### config.mk
export PLATFORM = sky130hd
export DESIGN_NAME = led_fader
export DESIGN_NICKNAME = d
export VERILOG_FILES = /design/src/rtl/led_pkg.sv /design/src/rtl/led_pwm_channel.sv /design/src/rtl/led_fader.sv
export SDC_FILE = /design/constraint.sdc
export NUM_CORES = 1
export LEC_CHECK = 0
export CAP_MARGIN = 15
export CORE_MARGIN = 4
export CORE_UTILIZATION = 30
export CTS_CLUSTER_DIAMETER = 80
export DETAILED_ROUTE_END_ITERATION = 16
export PLACE_DENSITY = 0.43
export SYNTH_ARGS = -nofsm -noshare
export SYNTH_HDL_FRONTEND = slang
export SYNTH_HIERARCHICAL = 1
export SYNTH_SLANG_ARGS = --single-unit
### constraint.sdc
create_clock -name clk -period 5.6 [get_ports clk]
set_input_delay 1.68 -clock clk [delete_from_list [all_inputs] [get_ports clk]]
set_output_delay 1.68 -clock clk [all_outputs]
set_load 0.03 [all_outputs]
### src/rtl/led_pkg.sv
// Shared LED definitions used by the chaser and the fader so both agree on
// the channel count and brightness resolution.
package led_pkg;

  localparam int LED_COUNT = 8;
  localparam int PWM_BITS  = 8;
  localparam int LEVEL_MAX = (2 ** PWM_BITS) - 1;

  typedef logic [PWM_BITS-1:0]  level_t;
  typedef logic [LED_COUNT-1:0] led_vec_t;

endpackage

### src/rtl/led_pwm_channel.sv
// One fader channel: a brightness level that snaps to full while lit and
// decays on each tick otherwise, compared against the shared PWM counter.
module led_pwm_channel
  import led_pkg::*;
#(
  parameter int CH_BITS    = PWM_BITS,
  parameter int DECAY_STEP = 8
) (
  input  logic               clk,
  input  logic               nreset,
  input  logic               lit,
  input  logic               tick,
  input  logic [CH_BITS-1:0] pwm_cnt,
  input  logic               enable,
  output logic               pwm_out
);

  localparam logic [CH_BITS-1:0] LEVEL_FULL = '1;
  localparam logic [CH_BITS-1:0] STEP       = CH_BITS'(DECAY_STEP);

  logic [CH_BITS-1:0] level_d;
  logic [CH_BITS-1:0] level_q;
  logic               pwm_out_d;
  logic               pwm_out_q;

  // A lit input outranks a coincident tick; decay saturates at zero.
  always_comb begin
    level_d   = level_q;
    pwm_out_d = enable && (pwm_cnt < level_q);
    if (lit) begin
      level_d = LEVEL_FULL;
    end else if (tick) begin
      if (level_q > STEP) begin
        level_d = level_q - STEP;
      end else begin
        level_d = '0;
      end
    end else begin
      level_d = level_q;
    end
  end

  always_ff @(posedge clk) begin
    if (!nreset) begin
      level_q   <= '0;
      pwm_out_q <= 1'b0;
    end else begin
      level_q   <= level_d;
      pwm_out_q <= pwm_out_d;
    end
  end

  assign pwm_out = pwm_out_q;

endmodule

### src/rtl/led_fader.sv
// Turns the chaser's on/off pattern into per-LED PWM with a decaying trail;
// the prescaler and PWM counter are shared by all channels.
module led_fader #(
  parameter int N_LEDS     = led_pkg::LED_COUNT,
  parameter int PWM_BITS   = led_pkg::PWM_BITS,
  parameter int TICK_DIV   = 65536,
  parameter int DECAY_STEP = 8
) (
  input  logic              clk,
  input  logic              nreset,
  input  logic [N_LEDS-1:0] led_in,
  input  logic              enable,
  output logic [N_LEDS-1:0] led_out
);

  localparam int LEVEL_MAX = (2 ** PWM_BITS) - 1;
  localparam int PRESC_W   = $clog2(TICK_DIV);
  localparam logic [PRESC_W-1:0]  PRESC_LAST = PRESC_W'(TICK_DIV - 1);
  localparam logic [PWM_BITS-1:0] PWM_LAST   = PWM_BITS'(LEVEL_MAX - 1);

  if (TICK_DIV < 2) begin : g_bad_tick_div
    $error("led_fader: TICK_DIV must be at least 2");
  end
  if ((DECAY_STEP < 1) || (DECAY_STEP > LEVEL_MAX)) begin : g_bad_decay_step
    $error("led_fader: DECAY_STEP must lie in 1..LEVEL_MAX");
  end

  logic [N_LEDS-1:0]   led_d;
  logic [N_LEDS-1:0]   led_q;
  logic [PRESC_W-1:0]  presc_d;
  logic [PRESC_W-1:0]  presc_q;
  logic [PWM_BITS-1:0] pwm_cnt_d;
  logic [PWM_BITS-1:0] pwm_cnt_q;
  logic                tick;

  // The PWM period is LEVEL_MAX cycles so a full level never drops low.
  always_comb begin
    led_d = led_in;
    tick  = (presc_q == PRESC_LAST);
    if (tick) begin
      presc_d = '0;
    end else begin
      presc_d = presc_q + PRESC_W'(1);
    end
    if (pwm_cnt_q == PWM_LAST) begin
      pwm_cnt_d = '0;
    end else begin
      pwm_cnt_d = pwm_cnt_q + PWM_BITS'(1);
    end
  end

  always_ff @(posedge clk) begin
    if (!nreset) begin
      led_q     <= '0;
      presc_q   <= '0;
      pwm_cnt_q <= '0;
    end else begin
      led_q     <= led_d;
      presc_q   <= presc_d;
      pwm_cnt_q <= pwm_cnt_d;
    end
  end

  for (genvar i = 0; i < N_LEDS; i++) begin : g_ch
    led_pwm_channel #(
      .CH_BITS    (PWM_BITS),
      .DECAY_STEP (DECAY_STEP)
    ) u_ch (
      .clk     (clk),
      .nreset  (nreset),
      .lit     (led_q[i]),
      .tick    (tick),
      .pwm_cnt (pwm_cnt_q),
      .enable  (enable),
      .pwm_out (led_out[i])
    );
  end

endmodule

### Word-level counts from Yosys, hierarchy flattened

Index checks and enable logic that the tools add are counted.

| operators by class | value |
|---|---|
| multiplexer cells | 24 |
| equal/unequal tests | 2 |
| order comparisons | 16 |
| reductions and logical operators | 18 |
| bitwise operators | 1 |
| $add $sub $neg | 10 |

Operators with widths:

| cell | count |
|---|---|
| 8-bit 2-to-1 mux | 24 |
| 8-bit by 4-bit greater-than comparator with 1-bit output (second input constant) | 8 |
| 8-bit < comparator | 8 |
| 8-bit by 4-bit subtractor with 8-bit output (second input constant) | 8 |
| 16-bit by 1-bit adder with 16-bit output (second input constant) | 1 |
| 16-bit equality test (second input constant) | 1 |
| 2-bit nonzero test | 8 |
| 8-bit by 1-bit adder with 8-bit output (second input constant) | 1 |
| 8-bit equality test (second input constant) | 1 |
| 1-bit logical AND | 8 |
| 2-bit OR reduction | 2 |
| 1-bit inverter | 1 |

| word-level totals | value |
|---|---|
| bits of input ports | 11 |
| flip-flop bits (word level) | 104 |
| word-level logic and storage cells | 90 |

### Longest topological paths before layout

Gate-level depths: netlist of run 1.

| depth | value |
|---|---|
| depth after elaboration | 4 |
| depth in mapped cells | 7 |

### Cells and area by module

Netlist of run 1, hierarchy kept.

Modules (own cells, without submodules):

| module | area an instance (um^2) | seq. area each (um^2) | cells an instance | times used |
|---|---|---|---|---|
| led_pwm_channel | 499.2 | 140.1 | 56 | 8 |
| led_fader | 1,244.9 | 640.6 | 128 | 1 |

### Worst setup path before layout of run 1

Ideal clock, no wire load.

| timing | value |
|---|---|
| path type | register to register |
| start | register presc_q[0] |
| end | register g_ch[0].u_ch.level_q[6] |
| slack | 1,457 ps |
| path buffers | 0 |
| cell stages (with the launch flop) | 8 |
| clock period less this slack | 4,143 ps |
| library setup time | 115 ps |
| required time | 5,485 ps |
| arrival | 4,029 ps |
| path through | dfxtp_1 -> ha_1 -> nand3_2 -> nor4_2 -> nand2b_1 -> nor3_1 -> mux2i_1 -> o21a_1 |

| on the way | value |
|---|---|
| word-level cells in the longest chain between the ends | 2 |

Ends and longest elaborated chain:

| what | RTL line | source |
|---|---|---|
| start: declaration | led_fader.sv:31 | `logic [PRESC_W-1:0] presc_q;` |
| start signal: assignment | led_fader.sv:59 | `presc_q <= presc_d;` |
| 16-bit equality test | led_fader.sv:39 | `tick = (presc_q == PRESC_LAST);` |
| named net tick | led_fader.sv:34 | `logic tick;` |
| 2-bit nonzero test (no source line) | - |  |
| end signal: assignment | led_pwm_channel.sv:48 | `level_q <= level_d;` |
| end: declaration | led_pwm_channel.sv:22 | `logic [CH_BITS-1:0] level_q;` |

The timed path passes the listed nets, and every way through them passes these cells.
A chain may end at the register's enable or synchronous reset.

### Worst setup path in the final report of run 1

| timing | value |
|---|---|
| start | register g_ch[2].u_ch.pwm_out_q |
| end | output led_out[2] |

RTL lines:

| what | RTL line | source |
|---|---|---|
| start: declaration | led_pwm_channel.sv:24 | `logic pwm_out_q;` |
| start signal: assignment | led_pwm_channel.sv:49 | `pwm_out_q <= pwm_out_d;` |
| end: declaration | led_fader.sv:13 | `output logic [N_LEDS-1:0] led_out` |

No word-level cell between the ends.

==> results.yml, run 1 <==
floorplan:
  floorplan.core_area_um2: 17200
  width_of_the_die_um: 140
  floorplan.initialDensity_pct: 30.5
  io-pin-count: 19
  placementRows: 48
  floorplan.die.height_um: 140
  die_area_um2: 19600
cts:
  clock_latency_ps: 340
  max-clock-path-buffers: 2
  ctsHoldBuffers: 0
  clkSinkCount: 88
  htree_levels: 3
  clkTransAtPathRegs_ps: 60
  tritoncts.num_buffers: 9
  clockRootBuffer: "sky130_fd_sc_hd__clkbuf_16"
  post_cts_sizing: 0
  post-cts-setup-buffers: 0
  tritoncts: "yes"
synthesis:
  synth_largest_type_area_fraction_pct: 33.6
  synthesis.nets: 654
  synthesized_area_fraction_occupied_by_and_or_nand_nor_cells_pct: 18.2
  synth-compound-area-share_pct: 21.3
  seq_area_frac_synth_pct: 33.6
  synth_area_leader_cell: "sky130_fd_sc_hd__dfxtp_1"
  synth_cells: 576
  adder_cell_fraction_of_synth_area_pct: 16.0
  synth_top_family_by_area: "compound AO/OA/AOI/OAI gates"
  number_of_distinct_library_cell_variants_in_the_gate_level_netlist_after_synthesis: 37
  synthMuxAreaShare_pct: 3.06
  post_synth_xor_area_fraction_pct: 3.18
  synth_top_cells_by_area: "sky130_fd_sc_hd__dfxtp_1, sky130_fd_sc_hd__ha_1, sky130_fd_sc_hd__o21a_1, sky130_fd_sc_hd__inv_1, sky130_fd_sc_hd__nor2_1"
  yosysWarnings: 6
  synth-seq-cells: 88
  post_synth.cell_area_avg_um2: 9.10
  syn_area_um2: 5240
detailed_routing:
  postRouteWirelength_mm: 11.7
  total_via_count_in_the_routed_design: 4117
  wl_per_cell_um: 14.0
  drt_drc: 0
  drt_first_iter_violations: 161
  firstDrtPassIters: 4
  avgViaCountPerCell: 4.92
  final_antenna_net_count: 0
placed_design:
  placement.cell_area_um2: 5710
  gp_congestion: 0.740
  placement.io_buffers: 18
  post-dp-hpwl_mm: 8.07
  pre_cts_slack_ps: 2230
hold_path:
  worst_hold_path_type: "reg2reg"
worst_setup_path:
  worstPathRequired_ps: 3920
  crit_path_start_kind: "flop"
  path_max_fanout: 1
  crit_path_cell_trace: "clkdlybuf4s50_1"
  critical_path.endpoint_type: "output pin"
  highest_delay_cell_along_the_critical_path: "sky130_fd_sc_hd__clkdlybuf4s50_1"
  criticalPathCategory: "reg2out"
  worstPathArrival_ps: 1360
  worst-path-buf-inv: 1
  max_stage_delay_ps: 670
  crit_family: "buffers and inverters"
global_route:
  met2_usage_pct: 20.3
  grt_busiest_layer: "met2"
  first_global_vias: 4124
  globalRouteOverflowTotal: 0
  grt_start_max_net_pins: 73
  grt_met3_usage_pct: 3.28
  met1_usage_pct: 16.3
  groute.usage.overall_pct: 12.5
  grt_antenna_before_repair: 0
  grt_first_pass_wirelength_mm: 20.2
finish:
  multi_input_area_um2: 3240
  fin_area_um2: 6060
  layout-drive-gt1-share_pct: 6.22
  nFillCells: 1794
  ff_latch_area_um2: 1760
  area_growth_pct: 15.6
  finalNetCount: 684
  n_antenna_cell: 0
sta:
  timing.final.hold_violations: 0
  setup_tns_ps: 0
  layout_setup_ws_ps: 2560
  setup_violations: 0
  final.setup_skew_ps: 4.57
  peak_clock_frequency_supported_by_timing_mhz: 329
  tightest_slew_ps: 773
  period_needed_ps: 3040
  timing.final.max_slew_violations: 0
  rsz0062_at_grt: "false"
  min_period_over_period_pct: 54.2
  worst_hold_slack_ps: 465
  timing.max_slew.rel_slack_pct: 48.5
power:
  p_leak_nw: 2.41
  power_density_nw_per_um2: 274
  peakVddDrop_mv: 0.153
outcome:
  run_status: "complete, no violations"
flow_run:
  max_cap_violations: 0
-- state kept, by name, indices dropped and copies added, names as in the netlist --
name               flops
presc_q               16
pwm_cnt_q              8
g_ch.u_ch/level_q     48
g_ch.u_ch/pwm_out      8
led_q                  8
-- layout by cell type (no fill, tap or decap), types with 9 or more instances in the layout --
master / instances
sky130_fd_sc_hd__clkdlybuf4s50_1: 17
sky130_fd_sc_hd__nor3b_1: 16
sky130_fd_sc_hd__a31oi_1: 16
sky130_fd_sc_hd__o21a_1: 32
sky130_fd_sc_hd__dfxtp_1: 88
sky130_fd_sc_hd__ha_1: 67
sky130_fd_sc_hd__nand2b_1: 9
sky130_fd_sc_hd__clkbuf_16: 9
sky130_fd_sc_hd__mux2i_1: 16
sky130_fd_sc_hd__nand2_1: 37
sky130_fd_sc_hd__o31a_1: 16
sky130_fd_sc_hd__o21ai_0: 25
sky130_fd_sc_hd__xor2_1: 10
sky130_fd_sc_hd__xnor2_1: 9
sky130_fd_sc_hd__nor3_1: 19
sky130_fd_sc_hd__and2_1: 12
sky130_fd_sc_hd__nor2_1: 46
sky130_fd_sc_hd__inv_1: 61
-- path summary, 6_finish.rpt --
| check | end | start | cells after the start | slack, ps |
|---|---|---|---|---|
| setup / recovery | led_out[2] | g_ch[2].u_ch/pwm_out$_SDFF_PN0_ | 1 | 2560 |
| hold reg to reg | presc_q[0]$_SDFF_PP0_ | presc_q[0]$_SDFF_PP0_ | 1 | 470 |
| setup reg to reg | g_ch[0].u_ch/level_q[6]$_SDFFE_PN0P_ | presc_q[0]$_SDFF_PP0_ | 8 | 3050 |
| hold / removal | presc_q[0]$_SDFF_PP0_ | presc_q[0]$_SDFF_PP0_ | 1 | 470 |
-- cells in the mapped netlist --
library cell                instances
sky130_fd_sc_hd__dfxtp_1           88
sky130_fd_sc_hd__ha_1              67
sky130_fd_sc_hd__inv_1             61
sky130_fd_sc_hd__nor2_1            46
sky130_fd_sc_hd__nand2_1           37
sky130_fd_sc_hd__o21a_1            32
sky130_fd_sc_hd__o21ai_0           25
sky130_fd_sc_hd__nor3_1            19
sky130_fd_sc_hd__a31oi_1           16
sky130_fd_sc_hd__mux2i_1           16
sky130_fd_sc_hd__nor3b_1           16
sky130_fd_sc_hd__o31a_1            16
sky130_fd_sc_hd__and2_1            12
sky130_fd_sc_hd__xor2_1            10
sky130_fd_sc_hd__nand2b_1           9
sky130_fd_sc_hd__xnor2_1            9
sky130_fd_sc_hd__a2111oi_0          8
sky130_fd_sc_hd__a211oi_1           8
sky130_fd_sc_hd__a21oi_1            8
sky130_fd_sc_hd__a21oi_4            8
sky130_fd_sc_hd__nor2b_1            8
sky130_fd_sc_hd__o211a_1            8
sky130_fd_sc_hd__o211ai_1           8
sky130_fd_sc_hd__o31ai_1            8
sky130_fd_sc_hd__or4_4              8
sky130_fd_sc_hd__nand3_1            7
sky130_fd_sc_hd__nand4_1            5
sky130_fd_sc_hd__nor4_1             4
sky130_fd_sc_hd__a21boi_0           1
sky130_fd_sc_hd__and3_1             1
sky130_fd_sc_hd__and4_1             1
sky130_fd_sc_hd__buf_6              1
sky130_fd_sc_hd__clkbuf_1           1
sky130_fd_sc_hd__nand3_2            1
sky130_fd_sc_hd__nand4_4            1
sky130_fd_sc_hd__nor4_2             1
sky130_fd_sc_hd__or3_1              1
-- kinds of logic (layout without fill, tap and decap cells) --
| logic type | Yosys count | in the layout |
|---|---|---|
| and+or+nand+nor | 177 | 177 |
| AOI/OAI and AO/OA | 146 | 146 |
| DFF | 88 | 88 |
| adders and majority gates | 67 | 67 |
| buffers and inverters | 63 | 98 |
| xor gates and xnor gates | 19 | 19 |
| muxes | 16 | 16 |
-- stage by stage --
| step | total power, W | instances | utilization, % |
|---|---|---|---|
| 6_report | 0.00166 | 836 | 35.3 |
| 5_1_grt | 0.00175 | 836 | 35.3 |
| 4_1_cts | 0.00170 | 836 | 35.3 |
| 3_5_place_dp | 0.000974 | 820 | 33.3 |
| 3_3_place_gp | 0.000969 | 820 | 33.3 |
| 2_1_floorplan | 0.000898 | 576 | - |
-- final cells by class --
type	count	area share, %
clock buffers	11	4.01
clock inverters	5	1.71
inverters	61	3.78
multi-input cells	425	53.5
flip-flops and latches	88	29.1
well taps	225	4.65
repair buffers	21	3.26
-- report_power, final --
part	switching [W]	leakage (nW)	internal, W
clock network	0.000255	0.170	0.000449
logic	0.000126	1.51	0.000122
registers	0.0000445	0.726	0.000663
-- worst reg2reg max path, delay by kind of cell, from the launching register on --
| kind | cells | cell delay (ps) |
|---|---|---|
| flops | 1 | 380 |
| simple gates | 4 | 960 |
| compound gates | 1 | 130 |
| fa+ha+maj | 1 | 210 |
| buf+inv | 1 | 580 |
| mux | 1 | 240 |
-- metal layers --
metal	routed length, µm	vias up
li1	-	2143
met1	5780	1915
met2	5340	45
met3	376	14
met4	182	0
met5	0	-
No activity file was read; power rests on OpenSTA's default activity.
==> run 2: changes to the inputs <==
Clock period 5.6 ns to 2.8 ns, I/O delays scaled along.
==> run 2 against run 1 <==
Global-route usage increased by 0.057 points. Critical path depth unchanged. Die area unchanged. Hold slack got worse by 5.3 ps. Clock power increased by 79%. Total power increased by 92%. Count of clock-buffer cells in the layout decreased by 2. Final cell count increased by 0.36%. Worst setup slack got worse by 2000 ps.
==> results.yml, run 2 (synthesis results as in run 1) <==
outcome:
  run_status: "complete, no violations"
cts:
  clkTransAtPathRegs_ps: 70
  post-cts-setup-buffers: 0
  ctsHoldBuffers: 0
  clock_latency_ps: 360
  clkSinkCount: 88
  max-clock-path-buffers: 2
  clockRootBuffer: "sky130_fd_sc_hd__clkbuf_16"
  tritoncts.num_buffers: 9
  tritoncts: "yes"
  post_cts_sizing: 0
  htree_levels: 3
hold_path:
  hold_path_startpoint: "presc_q[0]$_SDFF_PP0_"
  worst_hold_path_type: "reg2reg"
detailed_routing:
  drt_first_iter_violations: 182
  avgViaCountPerCell: 4.97
  final_antenna_net_count: 0
  drt_drc: 0
  total_via_count_in_the_routed_design: 4174
  firstDrtPassIters: 4
  wl_per_cell_um: 14.2
  postRouteWirelength_mm: 11.9
sta:
  min_period_over_period_pct: 80.4
  setup_violations: 0
  timing.final.max_slew_violations: 0
  tightest_slew_ps: 648
  timing.final.hold_violations: 0
  rsz0062_at_grt: "false"
  peak_clock_frequency_supported_by_timing_mhz: 444
  period_needed_ps: 2250
  final.setup_skew_ps: 6.64
  timing.max_slew.rel_slack_pct: 56.7
global_route:
  grt_start_max_net_pins: 74
  grt_first_pass_wirelength_mm: 20.1
  first_global_vias: 4114
  groute.usage.overall_pct: 12.5
  globalRouteOverflowTotal: 0
  grt_antenna_before_repair: 0
floorplan:
  io-pin-count: 19
  die_area_um2: 19600
  floorplan.initialDensity_pct: 30.5
  floorplan.core_area_um2: 17200
  floorplan.die.height_um: 140
  width_of_the_die_um: 140
  placementRows: 48
finish:
  area_growth_pct: 16.9
  largestRegisters: "g_ch.u_ch/level_q x48, presc_q x16"
  n_antenna_cell: 0
  fin_area_um2: 6120
  finalNetCount: 687
  largest_register_by_flop_count: "g_ch.u_ch/level_q"
  layout-drive-gt1-share_pct: 9.61
  final_cell_count_no_fill: 839
  number_of_flip_flops_under_the_largest_register_name: 48
  layout_commonest_cell: "sky130_fd_sc_hd__dfxtp_1"
  layout.cells.most_common_list: "sky130_fd_sc_hd__dfxtp_1, sky130_fd_sc_hd__ha_1, sky130_fd_sc_hd__inv_1"
  nFillCells: 1820
placed_design:
  gp_congestion: 0.749
  post-dp-hpwl_mm: 8.24
  placement.cell_area_um2: 5820
  dpl.cell_count: 823
  placement.io_buffers: 18
worst_setup_path:
  crit_path_start_kind: "flop"
  critical_path.endpoint_type: "output pin"
  crit_path_cell_trace: "clkdlybuf4s50_1"
  crit_family: "buffers and inverters"
  worstPathArrival_ps: 1410
  criticalPathCategory: "reg2out"
  worstPathRequired_ps: 1960
  worstSetupStartpoint: "g_ch[1].u_ch/pwm_out$_SDFF_PN0_"
  max_stage_delay_ps: 690
  reg2reg_from: "presc_q[5]$_SDFF_PP0_"
  worst-path-buf-inv: 1
  path_max_fanout: 1
  highest_delay_cell_along_the_critical_path: "sky130_fd_sc_hd__clkdlybuf4s50_1"
power:
  p_leak_nw: 2.43
  power_density_nw_per_um2: 520
  peakVddDrop_mv: 0.295
flow_run:
  max_cap_violations: 0
[run 2: final timing paths]
path / cells after the start / slack [ps] / endpoint
worst min register to register: 1 / 460 / presc_q[0]$_SDFF_PP0_
worst min-delay path: 1 / 460 / presc_q[0]$_SDFF_PP0_
worst max register to register: 7 / 810 / g_ch[0].u_ch/level_q[6]$_SDFFE_PN0P_
worst max-delay path: 1 / 550 / led_out[1]
[run 2: per-layer routing]
layer,vias up,part of all wire (%),track usage [%]
met5,-,0,0
met4,0,1.4,3.98
met3,12,2.5,2.94
met2,33,46,20.6
met1,1969,50,16.2
li1,2160,-,-
[run 2: area by class of cell]
cell class	count	area [µm²]	area share, %
tap	225	282	4.60
clock buffer	9	225	3.68
multi-input combinational	425	3300	53.9
clock inverter	7	81.3	1.33
sequential	88	1770	28.9
inverter	61	229	3.74
timing repair buffer	24	233	3.80
[run 2: report_power, final]
group	total, W	switching, W	internal [W]
logic	0.000504	0.000255	0.000249
clock network	0.00126	0.000557	0.000701
registers	0.00142	0.0000942	0.00133
total	0.00318	0.000907	0.00228
[run 2: per-stage QoR]
stage | setup TNS [ps] | power, W | worst slack, ps | utilization (%) | hold slack [ps]
floorplan | -546 | 0.00180 | -125 | - | 428
global placement | 0 | 0.00195 | 623 | 33.9 | 450
detailed placement | 0 | 0.00196 | 555 | 33.9 | 456
CTS | 0 | 0.00325 | 537 | 35.6 | 465
global route | 0 | 0.00336 | 504 | 35.6 | 489
finish | 0 | 0.00318 | 550 | 35.6 | 460
